==> src/rtl/psram_bus_bridge_pkg.sv <==
// rtl/psram_bus_bridge_pkg.sv - shared types and constants for the PSRAM bus bridge
package psram_bridge_pkg;

   typedef enum logic [2:0] {
      IDLE,
      RD_CMD,
      RD_WAIT,
      WR_CMD,
      WR_WAIT,
      DONE
   } state_t;

   localparam logic CMD_RD = 1'b0;
   localparam logic CMD_WR = 1'b1;

   localparam logic [3:0]  MASK_NONE = 4'b1111;
   localparam logic [3:0]  MASK_WORD = 4'b0011;
   localparam logic [15:0] ERR_DATA  = 16'hFFFF;

   // CPU data sits in the upper half of the 32-bit word; a0 picks the byte lane.
   function automatic logic [3:0] byte_mask(input logic byte_wr, input logic a0);
      return byte_wr ? {~a0, a0, 2'b11} : MASK_WORD;
   endfunction

endpackage

==> src/rtl/psram_bus_bridge_if.sv <==
// rtl/psram_bus_bridge_if.sv - CPU strobe side and multi-channel PSRAM controller side of the bridge
interface psram_bus_bridge_if #(
   parameter int NCH    = 2,
   parameter int ADDR_W = 23,
   parameter int MC_AW  = 21
);
   logic                  req_rd;
   logic                  req_wr;
   logic                  req_byte;
   logic [ADDR_W-1:0]     req_addr;
   logic [15:0]           req_wdata;
   logic [15:0]           rdata;
   logic                  ack;
   logic                  err;
   logic                  init;
   logic [NCH-1:0]        mc_cmd;
   logic [NCH-1:0]        mc_cmd_en;
   logic [NCH*MC_AW-1:0]  mc_addr;
   logic [NCH*32-1:0]     mc_wr_data;
   logic [NCH*4-1:0]      mc_data_mask;
   logic [NCH*32-1:0]     mc_rd_data;
   logic [NCH-1:0]        mc_rd_valid;
   logic [NCH-1:0]        mc_init_calib;

   modport slave (
      input  req_rd, req_wr, req_byte, req_addr, req_wdata,
      input  mc_rd_data, mc_rd_valid, mc_init_calib,
      output rdata, ack, err, init,
      output mc_cmd, mc_cmd_en, mc_addr, mc_wr_data, mc_data_mask
   );

   modport master (
      output req_rd, req_wr, req_byte, req_addr, req_wdata,
      output mc_rd_data, mc_rd_valid, mc_init_calib,
      input  rdata, ack, err, init,
      input  mc_cmd, mc_cmd_en, mc_addr, mc_wr_data, mc_data_mask
   );
endinterface

==> src/rtl/psram_bus_bridge_req_sync.sv <==
// rtl/psram_bus_bridge_req_sync.sv - level synchroniser for the asynchronous CPU strobes
module psram_req_sync #(
   parameter int STAGES = 2
) (
   input  logic clk_out,
   input  logic rst_n,
   input  logic i_d,
   output logic o_q
);
   logic [STAGES-1:0] r_sync;

   if (STAGES == 1) begin : g_one
      always_ff @(posedge clk_out or negedge rst_n) begin
         if (!rst_n) r_sync <= '0;
         else        r_sync <= i_d;
      end
   end else begin : g_chain
      always_ff @(posedge clk_out or negedge rst_n) begin
         if (!rst_n) r_sync <= '0;
         else        r_sync <= {r_sync[STAGES-2:0], i_d};
      end
   end

   assign o_q = r_sync[STAGES-1];
endmodule

==> src/rtl/psram_bus_bridge.sv <==
// rtl/psram_bus_bridge.sv - DCJ11 strobe bus to multi-channel PSRAM controller bridge
module psram_bus_bridge
   import psram_bridge_pkg::*;
#(
   parameter int NCH         = 2,
   parameter int ADDR_W      = 23,
   parameter int MC_AW       = 21,
   parameter int SYNC_STAGES = 2,
   parameter int BURST_BEATS = 4,
   parameter int WR_HOLD     = 13,
   parameter int RD_TIMEOUT  = 63
) (
   input  logic             clk_out,
   input  logic             rst_n,
   psram_bus_bridge_if.slave bus
);
   localparam int TMAX = (WR_HOLD > RD_TIMEOUT) ? WR_HOLD : RD_TIMEOUT;
   localparam int TW   = $clog2(TMAX + 1);
   localparam int BW   = $clog2(BURST_BEATS + 1);
   localparam logic [BW-1:0] LAST_BEAT = BW'(BURST_BEATS - 1);
   localparam logic [TW-1:0] RD_LIMIT  = TW'(RD_TIMEOUT - 1);
   localparam logic [TW-1:0] WR_LIMIT  = TW'(WR_HOLD - 1);

   logic w_rd_s, w_wr_s;

   psram_req_sync #(.STAGES(SYNC_STAGES)) u_sync_rd (
      .clk_out (clk_out), .rst_n (rst_n), .i_d (bus.req_rd), .o_q (w_rd_s)
   );
   psram_req_sync #(.STAGES(SYNC_STAGES)) u_sync_wr (
      .clk_out (clk_out), .rst_n (rst_n), .i_d (bus.req_wr), .o_q (w_wr_s)
   );

   state_t           r_state, w_next;
   logic             r_ch, r_dir, r_byte, r_a0;
   logic [MC_AW-1:0] r_addr;
   logic [15:0]      r_wdata, r_rdata;
   logic             r_ack, r_err;
   logic [TW-1:0]    r_timer;
   logic [BW-1:0]    r_beats;

   logic        w_ch_valid [NCH];
   logic        w_ch_calib [NCH];
   logic [15:0] w_ch_rdata [NCH];

   logic        w_init, w_req_ch, w_busy, w_abort, w_beat, w_last, w_strobe;
   logic        w_timeout, w_wr_end;
   logic [15:0] w_beat_data;
   logic        w_cmd_en, w_drive, w_wr_drive;
   logic [3:0]  w_mask;

   assign w_init      = &bus.mc_init_calib;
   assign w_req_ch    = (NCH == 2) ? bus.req_addr[ADDR_W-1] : 1'b0;
   assign w_busy      = (r_state == RD_CMD) || (r_state == RD_WAIT) ||
                        (r_state == WR_CMD) || (r_state == WR_WAIT);
   assign w_abort     = w_busy && !w_ch_calib[r_ch];
   assign w_beat      = w_ch_valid[r_ch];
   assign w_beat_data = w_ch_rdata[r_ch];
   assign w_last      = w_beat && (r_beats == LAST_BEAT);
   assign w_timeout   = (r_timer == RD_LIMIT);
   assign w_wr_end    = (r_timer == WR_LIMIT);
   assign w_strobe    = (r_dir == CMD_WR) ? w_wr_s : w_rd_s;

   always_ff @(posedge clk_out or negedge rst_n) begin
      if (!rst_n) r_state <= IDLE;
      else        r_state <= w_next;
   end

   always_comb begin
      w_next = r_state;
      case (r_state)
         IDLE: begin
            if (w_init && w_rd_s)      w_next = RD_CMD;
            else if (w_init && w_wr_s) w_next = WR_CMD;
         end
         RD_CMD:  w_next = RD_WAIT;
         RD_WAIT: if (w_last || w_timeout) w_next = DONE;
         WR_CMD:  w_next = WR_WAIT;
         WR_WAIT: if (w_wr_end) w_next = DONE;
         DONE:    if (!w_strobe) w_next = IDLE;
         default: w_next = IDLE;
      endcase
      if (w_abort) w_next = DONE;
   end

   always_comb begin
      w_cmd_en   = 1'b0;
      w_drive    = 1'b0;
      w_wr_drive = 1'b0;
      w_mask     = MASK_NONE;
      case (r_state)
         RD_CMD: begin
            w_cmd_en = 1'b1;
            w_drive  = 1'b1;
         end
         WR_CMD: begin
            w_cmd_en   = 1'b1;
            w_drive    = 1'b1;
            w_wr_drive = 1'b1;
            w_mask     = byte_mask(r_byte, r_a0);
         end
         RD_WAIT, WR_WAIT, DONE: w_drive = 1'b1;
         default: ;
      endcase
   end

   // Beats are counted only in RD_WAIT of an unaborted read; later stray beats are dropped.
   always_ff @(posedge clk_out or negedge rst_n) begin
      if (!rst_n) begin
         r_ch    <= 1'b0;
         r_dir   <= CMD_RD;
         r_byte  <= 1'b0;
         r_a0    <= 1'b0;
         r_addr  <= '0;
         r_wdata <= '0;
         r_rdata <= '0;
         r_ack   <= 1'b0;
         r_err   <= 1'b0;
         r_timer <= '0;
         r_beats <= '0;
      end else begin
         r_ack <= (w_next == DONE);
         if (r_state == IDLE) begin
            if (w_next != IDLE) begin
               r_ch    <= w_req_ch;
               r_dir   <= w_rd_s ? CMD_RD : CMD_WR;
               r_addr  <= bus.req_addr[MC_AW:1];
               r_wdata <= bus.req_wdata;
               r_byte  <= bus.req_byte;
               r_a0    <= bus.req_addr[0];
               r_err   <= 1'b0;
               r_timer <= '0;
               r_beats <= '0;
            end
         end else if (w_abort) begin
            r_err <= 1'b1;
         end else if (r_state == RD_WAIT) begin
            r_timer <= r_timer + 1'b1;
            if (w_beat) begin
               r_beats <= r_beats + 1'b1;
               if (r_beats == '0) r_rdata <= w_beat_data;
            end
            if (w_timeout && !w_last) begin
               r_err   <= 1'b1;
               r_rdata <= ERR_DATA;
            end
         end else if (r_state == WR_WAIT) begin
            r_timer <= r_timer + 1'b1;
         end
      end
   end

   for (genvar g = 0; g < NCH; g++) begin : g_ch
      logic w_hit;
      assign w_hit = (r_ch == 1'(g));
      assign bus.mc_cmd[g]                    = w_hit && w_drive && r_dir;
      assign bus.mc_cmd_en[g]                 = w_hit && w_cmd_en;
      assign bus.mc_addr[g*MC_AW +: MC_AW]    = (w_hit && w_drive) ? r_addr : '0;
      assign bus.mc_wr_data[g*32 +: 32]       = (w_hit && w_wr_drive) ? {r_wdata, 16'h0000} : '0;
      assign bus.mc_data_mask[g*4 +: 4]       = w_hit ? w_mask : MASK_NONE;
      assign w_ch_valid[g]                    = bus.mc_rd_valid[g];
      assign w_ch_calib[g]                    = bus.mc_init_calib[g];
      assign w_ch_rdata[g]                    = bus.mc_rd_data[g*32+16 +: 16];
   end

   assign bus.rdata = r_rdata;
   assign bus.ack   = r_ack;
   assign bus.err   = r_err;
   assign bus.init  = w_init;
endmodule

==> src/flat_wrapper.sv <==
// flat-port wrapper written by rule: the top's interface ports become plain ports
module psram_bus_bridge_flat import psram_bridge_pkg::*;
#(
   parameter int NCH         = 2,
   parameter int ADDR_W      = 23,
   parameter int MC_AW       = 21,
   parameter int SYNC_STAGES = 2,
   parameter int BURST_BEATS = 4,
   parameter int WR_HOLD     = 13,
   parameter int RD_TIMEOUT  = 63
)
  (clk_out, rst_n, bus_req_rd, bus_req_wr, bus_req_byte, bus_req_addr, bus_req_wdata, bus_mc_rd_data, bus_mc_rd_valid, bus_mc_init_calib, bus_rdata, bus_ack, bus_err, bus_init, bus_mc_cmd, bus_mc_cmd_en, bus_mc_addr, bus_mc_wr_data, bus_mc_data_mask);
  psram_bus_bridge_if #(.NCH(NCH), .ADDR_W(ADDR_W), .MC_AW(MC_AW)) bus_i ();
  input  logic clk_out;
  input  logic rst_n;
  input wire logic [$bits(bus_i.req_rd)-1:0] bus_req_rd;
  input wire logic [$bits(bus_i.req_wr)-1:0] bus_req_wr;
  input wire logic [$bits(bus_i.req_byte)-1:0] bus_req_byte;
  input wire logic [$bits(bus_i.req_addr)-1:0] bus_req_addr;
  input wire logic [$bits(bus_i.req_wdata)-1:0] bus_req_wdata;
  input wire logic [$bits(bus_i.mc_rd_data)-1:0] bus_mc_rd_data;
  input wire logic [$bits(bus_i.mc_rd_valid)-1:0] bus_mc_rd_valid;
  input wire logic [$bits(bus_i.mc_init_calib)-1:0] bus_mc_init_calib;
  output wire logic [$bits(bus_i.rdata)-1:0] bus_rdata;
  output wire logic [$bits(bus_i.ack)-1:0] bus_ack;
  output wire logic [$bits(bus_i.err)-1:0] bus_err;
  output wire logic [$bits(bus_i.init)-1:0] bus_init;
  output wire logic [$bits(bus_i.mc_cmd)-1:0] bus_mc_cmd;
  output wire logic [$bits(bus_i.mc_cmd_en)-1:0] bus_mc_cmd_en;
  output wire logic [$bits(bus_i.mc_addr)-1:0] bus_mc_addr;
  output wire logic [$bits(bus_i.mc_wr_data)-1:0] bus_mc_wr_data;
  output wire logic [$bits(bus_i.mc_data_mask)-1:0] bus_mc_data_mask;
  assign bus_i.req_rd = bus_req_rd;
  assign bus_i.req_wr = bus_req_wr;
  assign bus_i.req_byte = bus_req_byte;
  assign bus_i.req_addr = bus_req_addr;
  assign bus_i.req_wdata = bus_req_wdata;
  assign bus_i.mc_rd_data = bus_mc_rd_data;
  assign bus_i.mc_rd_valid = bus_mc_rd_valid;
  assign bus_i.mc_init_calib = bus_mc_init_calib;
  assign bus_rdata = bus_i.rdata;
  assign bus_ack = bus_i.ack;
  assign bus_err = bus_i.err;
  assign bus_init = bus_i.init;
  assign bus_mc_cmd = bus_i.mc_cmd;
  assign bus_mc_cmd_en = bus_i.mc_cmd_en;
  assign bus_mc_addr = bus_i.mc_addr;
  assign bus_mc_wr_data = bus_i.mc_wr_data;
  assign bus_mc_data_mask = bus_i.mc_data_mask;
  psram_bus_bridge #(.NCH(NCH), .ADDR_W(ADDR_W), .MC_AW(MC_AW), .SYNC_STAGES(SYNC_STAGES), .BURST_BEATS(BURST_BEATS), .WR_HOLD(WR_HOLD), .RD_TIMEOUT(RD_TIMEOUT)) u_core (.clk_out(clk_out), .rst_n(rst_n), .bus(bus_i));
endmodule
==> config.mk <==
export PLATFORM = sky130hd
export DESIGN_NAME = psram_bus_bridge_flat
export DESIGN_NICKNAME = d
export VERILOG_FILES = /design/src/rtl/psram_bus_bridge_pkg.sv /design/src/rtl/psram_bus_bridge_if.sv /design/src/rtl/psram_bus_bridge_req_sync.sv /design/src/rtl/psram_bus_bridge.sv /design/src/flat_wrapper.sv
export SDC_FILE = /design/constraint.sdc
export NUM_CORES = 1
export LEC_CHECK = 0
export CORE_UTILIZATION = 38
export CTS_CLUSTER_DIAMETER = 30
export DETAILED_ROUTE_END_ITERATION = 6
export PLACE_DENSITY_LB_ADDON = 0.25
export SYNTH_ARGS = -nofsm -noshare
export SYNTH_HDL_FRONTEND = slang
export SYNTH_SLANG_ARGS = --single-unit
==> constraint.sdc <==
create_clock -name clk_out -period 2.7 [get_ports clk_out]
set_input_delay 0.405 -clock clk_out [delete_from_list [all_inputs] [get_ports clk_out]]
set_output_delay 0.405 -clock clk_out [all_outputs]
set_load 0.02 [all_outputs]
==> metrics.cfg <==
[worst_setup_path]
cp-start-kind=flop
max_stage_delay_ps=530
cp_max_fo=18
rr_endpoint=u_core.r_timer[5]
endpoint_kind=primary output
path_cells=buf_4 -> and2b_1 -> and3_1 -> buf_4 -> nand2_1 -> clkdlybuf4s50_1
required_ps=2300
r2r_cells=7
cp_common_cell=buf_4
r2r_setup_slack_ps=510
critPathKind=reg2out
slowest_stage=clkdlybuf4s50_1
cp.arrival_ps=2200
reg2reg_from=u_core.g_ch[1].w_hit

[synthesis]
ys_top_cells_by_area=dfrtp_1, and2_1, mux2_2
synth_cells=422
ys_seq_area_frac=0.4433
yosysWarnings=0
yosysUniqueCellTypes=47
synth_area_mm2=0.004234
ys_ff_latch=75
avgSynthCellArea_um2=10.03
yosysTopAreaCell=dfrtp_1
netlist.area_leader.share=0.4433

[die]
rows=38
core_mm2=0.01084
die_h_um=107.6
initial_core_util=0.3906
design.die.area_mm2=0.01157
die_w_um=107.6
ioPinCount=249

[sta]
fmax_mhz=384.1
period_minus_slack_ps=2604
finalSetupViolCount=0
slew_viol_final=0
fin_crit_sh=0.9644
finalHoldViolCount=0
rsz0062_at_grt=false
skew_ps=13.66
worst_pin_slew_ps=965.4
slew-limit-headroom=0.3564

[global_route]
grt_use_total=0.1892
grt_pass1_vias=3641
antenna_found_initial=0
gr-total-overflow=0
grt_first_pass_wirelength_mm=17.15
grt_max_degree=76

[clock_tree]
clk_pin_slew_ps=90
cts-buffers-inserted=9
htree_levels=3
cts_root_buf=clkbuf_8
clock-sinks=75
cts_tree=done
postCtsSetupBuffers=0
clockBufferDepth=2
insertion_delay_ps=350

[finish]
drive_gt1_frac=0.1384
fillers=990
finalNetCount=720
final_cell_area_mm2=0.006221
fin_util=0.5739
diodes=0
area_growth_pct=46.93

[detailed_routing]
vias_per_cell=4.771
drt.antenna.violating_nets=0
wire_per_inst_um=14.33
finalWirelength_mm=10.70
drt_iter0_markers=128
vias=3564
route.detailed.drc=0
dr.pass1.iters=4

[power_and_ir_drop]
ir_drop_mv=0.5711
cellPowerDensity_mw_per_mm2=989.4
power_leakage_nw=2.895

[flow_run]
drv.max_cap_violation_count=0

[placed_design]
io_buffers=180
gp_congestion=0.8779
hpwl_mm=7.974
postPlaceCellArea_mm2=0.006073

[worst_hold_path]
hp-class=in2async

[run_status]
outcome=finished clean

sequential cells by signal (all words and copies together), names as in the netlist, 2 cells and up:
signal / flops
u_core.u_sync_wr.r_sync: 2
u_core.r_wdata: 16
u_core.u_sync_rd.r_sync: 2
u_core.r_state: 3
u_core.r_addr: 21
u_core.r_timer: 6
u_core.r_beats: 3
u_core.bus.rdata: 16
synthesized netlist by cell type (all sizes together):
library cell  instances
and3b                 2
nor2b                17
clkbuf               12
mux2i                 1
nand3                 5
a22oi                 1
o21a                  2
and2b                 1
or2                   1
and2                 79
a32o                  1
o22ai                 2
o31ai                 3
o2bb2ai               1
o211ai                2
dfrtp                75
a2bb2oi               1
and3                  3
or3                   4
o21ai                11
buf                  46
a211oi               17
nand4b                1
ha                    6
a31oi                 1
nor2                 26
mux2                 42
a32oi                 1
and4b                 1
nand2b                1
a21oi                23
inv                   6
conb                  2
nor3b                 1
or4                   1
nand2                23
repair_timing:
action / in CTS / in global routing
resized for setup: 55 / 6
setup endpoints to repair: 76 / 6
hold buffers: 0 / 0
report_power, final:
| group | switching, W | leakage, nW | internal, W |
|---|---|---|---|
| Combinational | 0.00175 | 1.89 | 0.00161 |
| Clock | 0.000464 | 0.0844 | 0.000348 |
| Sequential | 0.000351 | 0.924 | 0.00162 |
area by class of cell:
cell class | count | area [um2] | area share
tap | 140 | 175.2 | 0.02816
clock inverter | 7 | 60.06 | 0.009654
clock buffer | 9 | 123.9 | 0.01991
sequential | 75 | 1877 | 0.3017
multi-input combinational | 317 | 2102 | 0.3379
timing repair buffer | 193 | 1861 | 0.2991
inverter | 6 | 22.52 | 0.003620
routing by layer:
layer  vias up  track usage  share of wire  routed length (um)
li1       1715            -              -                   -
met1      1694       0.2197           0.42                4469
met2       140       0.3210           0.48                5138
met3        15      0.06235          0.082                 875
met4         0      0.07436          0.020                 219
met5         -            0              0                   0
critical path, delay by kind of cell (launching register included):
family	cells	cell delay, ps
buf+inv	3	890
flops	1	410
simple gates	3	550
how the worst max path moves through the flow:
| stage | start | endpoint | slack [ps] | depth (start not counted) |
|---|---|---|---|---|
| 2_1_floorplan | u_core.r_state[2] | u_core.r_timer[5] | 680 | 8 |
| 6_report | u_core.r_state[2] | bus_mc_data_mask[7] | 100 | 6 |
| 3_3_place_gp | u_core.r_state[2] | bus_mc_addr[10] | -30 | 5 |
| 3_5_place_dp | u_core.r_state[2] | bus_mc_addr[0] | -80 | 5 |
| 4_1_cts | u_core.r_state[1] | bus_mc_addr[34] | 1 | 5 |
| 5_1_grt | u_core.r_state[2] | bus_mc_addr[16] | 7 | 5 |
cell usage in the layout, fill, tap and decap left out, drive strengths merged, types with 2 or more instances in the layout:
cell type,count
a21oi,23
nor2b,17
and2,79
nand3,5
dfrtp,75
conb,36
o211ai,2
clkdlybuf4s50,122
a211oi,17
mux2,42
and3,3
clkbuf,9
nand2,23
dlymetal6s2s,6
nor2,26
buf,14
clkinvlp,3
o31ai,3
o21ai,11
or3,4
and3b,2
o21a,2
ha,6
o22ai,2
inv,9
dlygate4sd2,51
kinds of logic after synthesis:
logic type | Yosys count | synth area share
compound gates | 66 | 0.1064
fa+ha+maj | 6 | 0.01773
buf+inv | 64 | 0.09515
flops | 75 | 0.4433
mux | 43 | 0.1141
other cells | 2 | 0.001774
simple gates | 166 | 0.2216
stage by stage:
stage                     setup WS, ps  hold WS, ps  TNS, ps  std cells  power [W]
after floorplan                  682.8        109.4        0        456   0.004020
after global placement          -30.57        333.7   -319.2        731   0.005365
after global routing             7.120        261.3        0        747   0.006577
after detailed placement        -78.47        341.0    -1122        731   0.005456
final                            96.20        178.9        0        747   0.006155
after CTS                        1.042        222.2        0        747   0.006235
(Power assumes the default switching activity.)
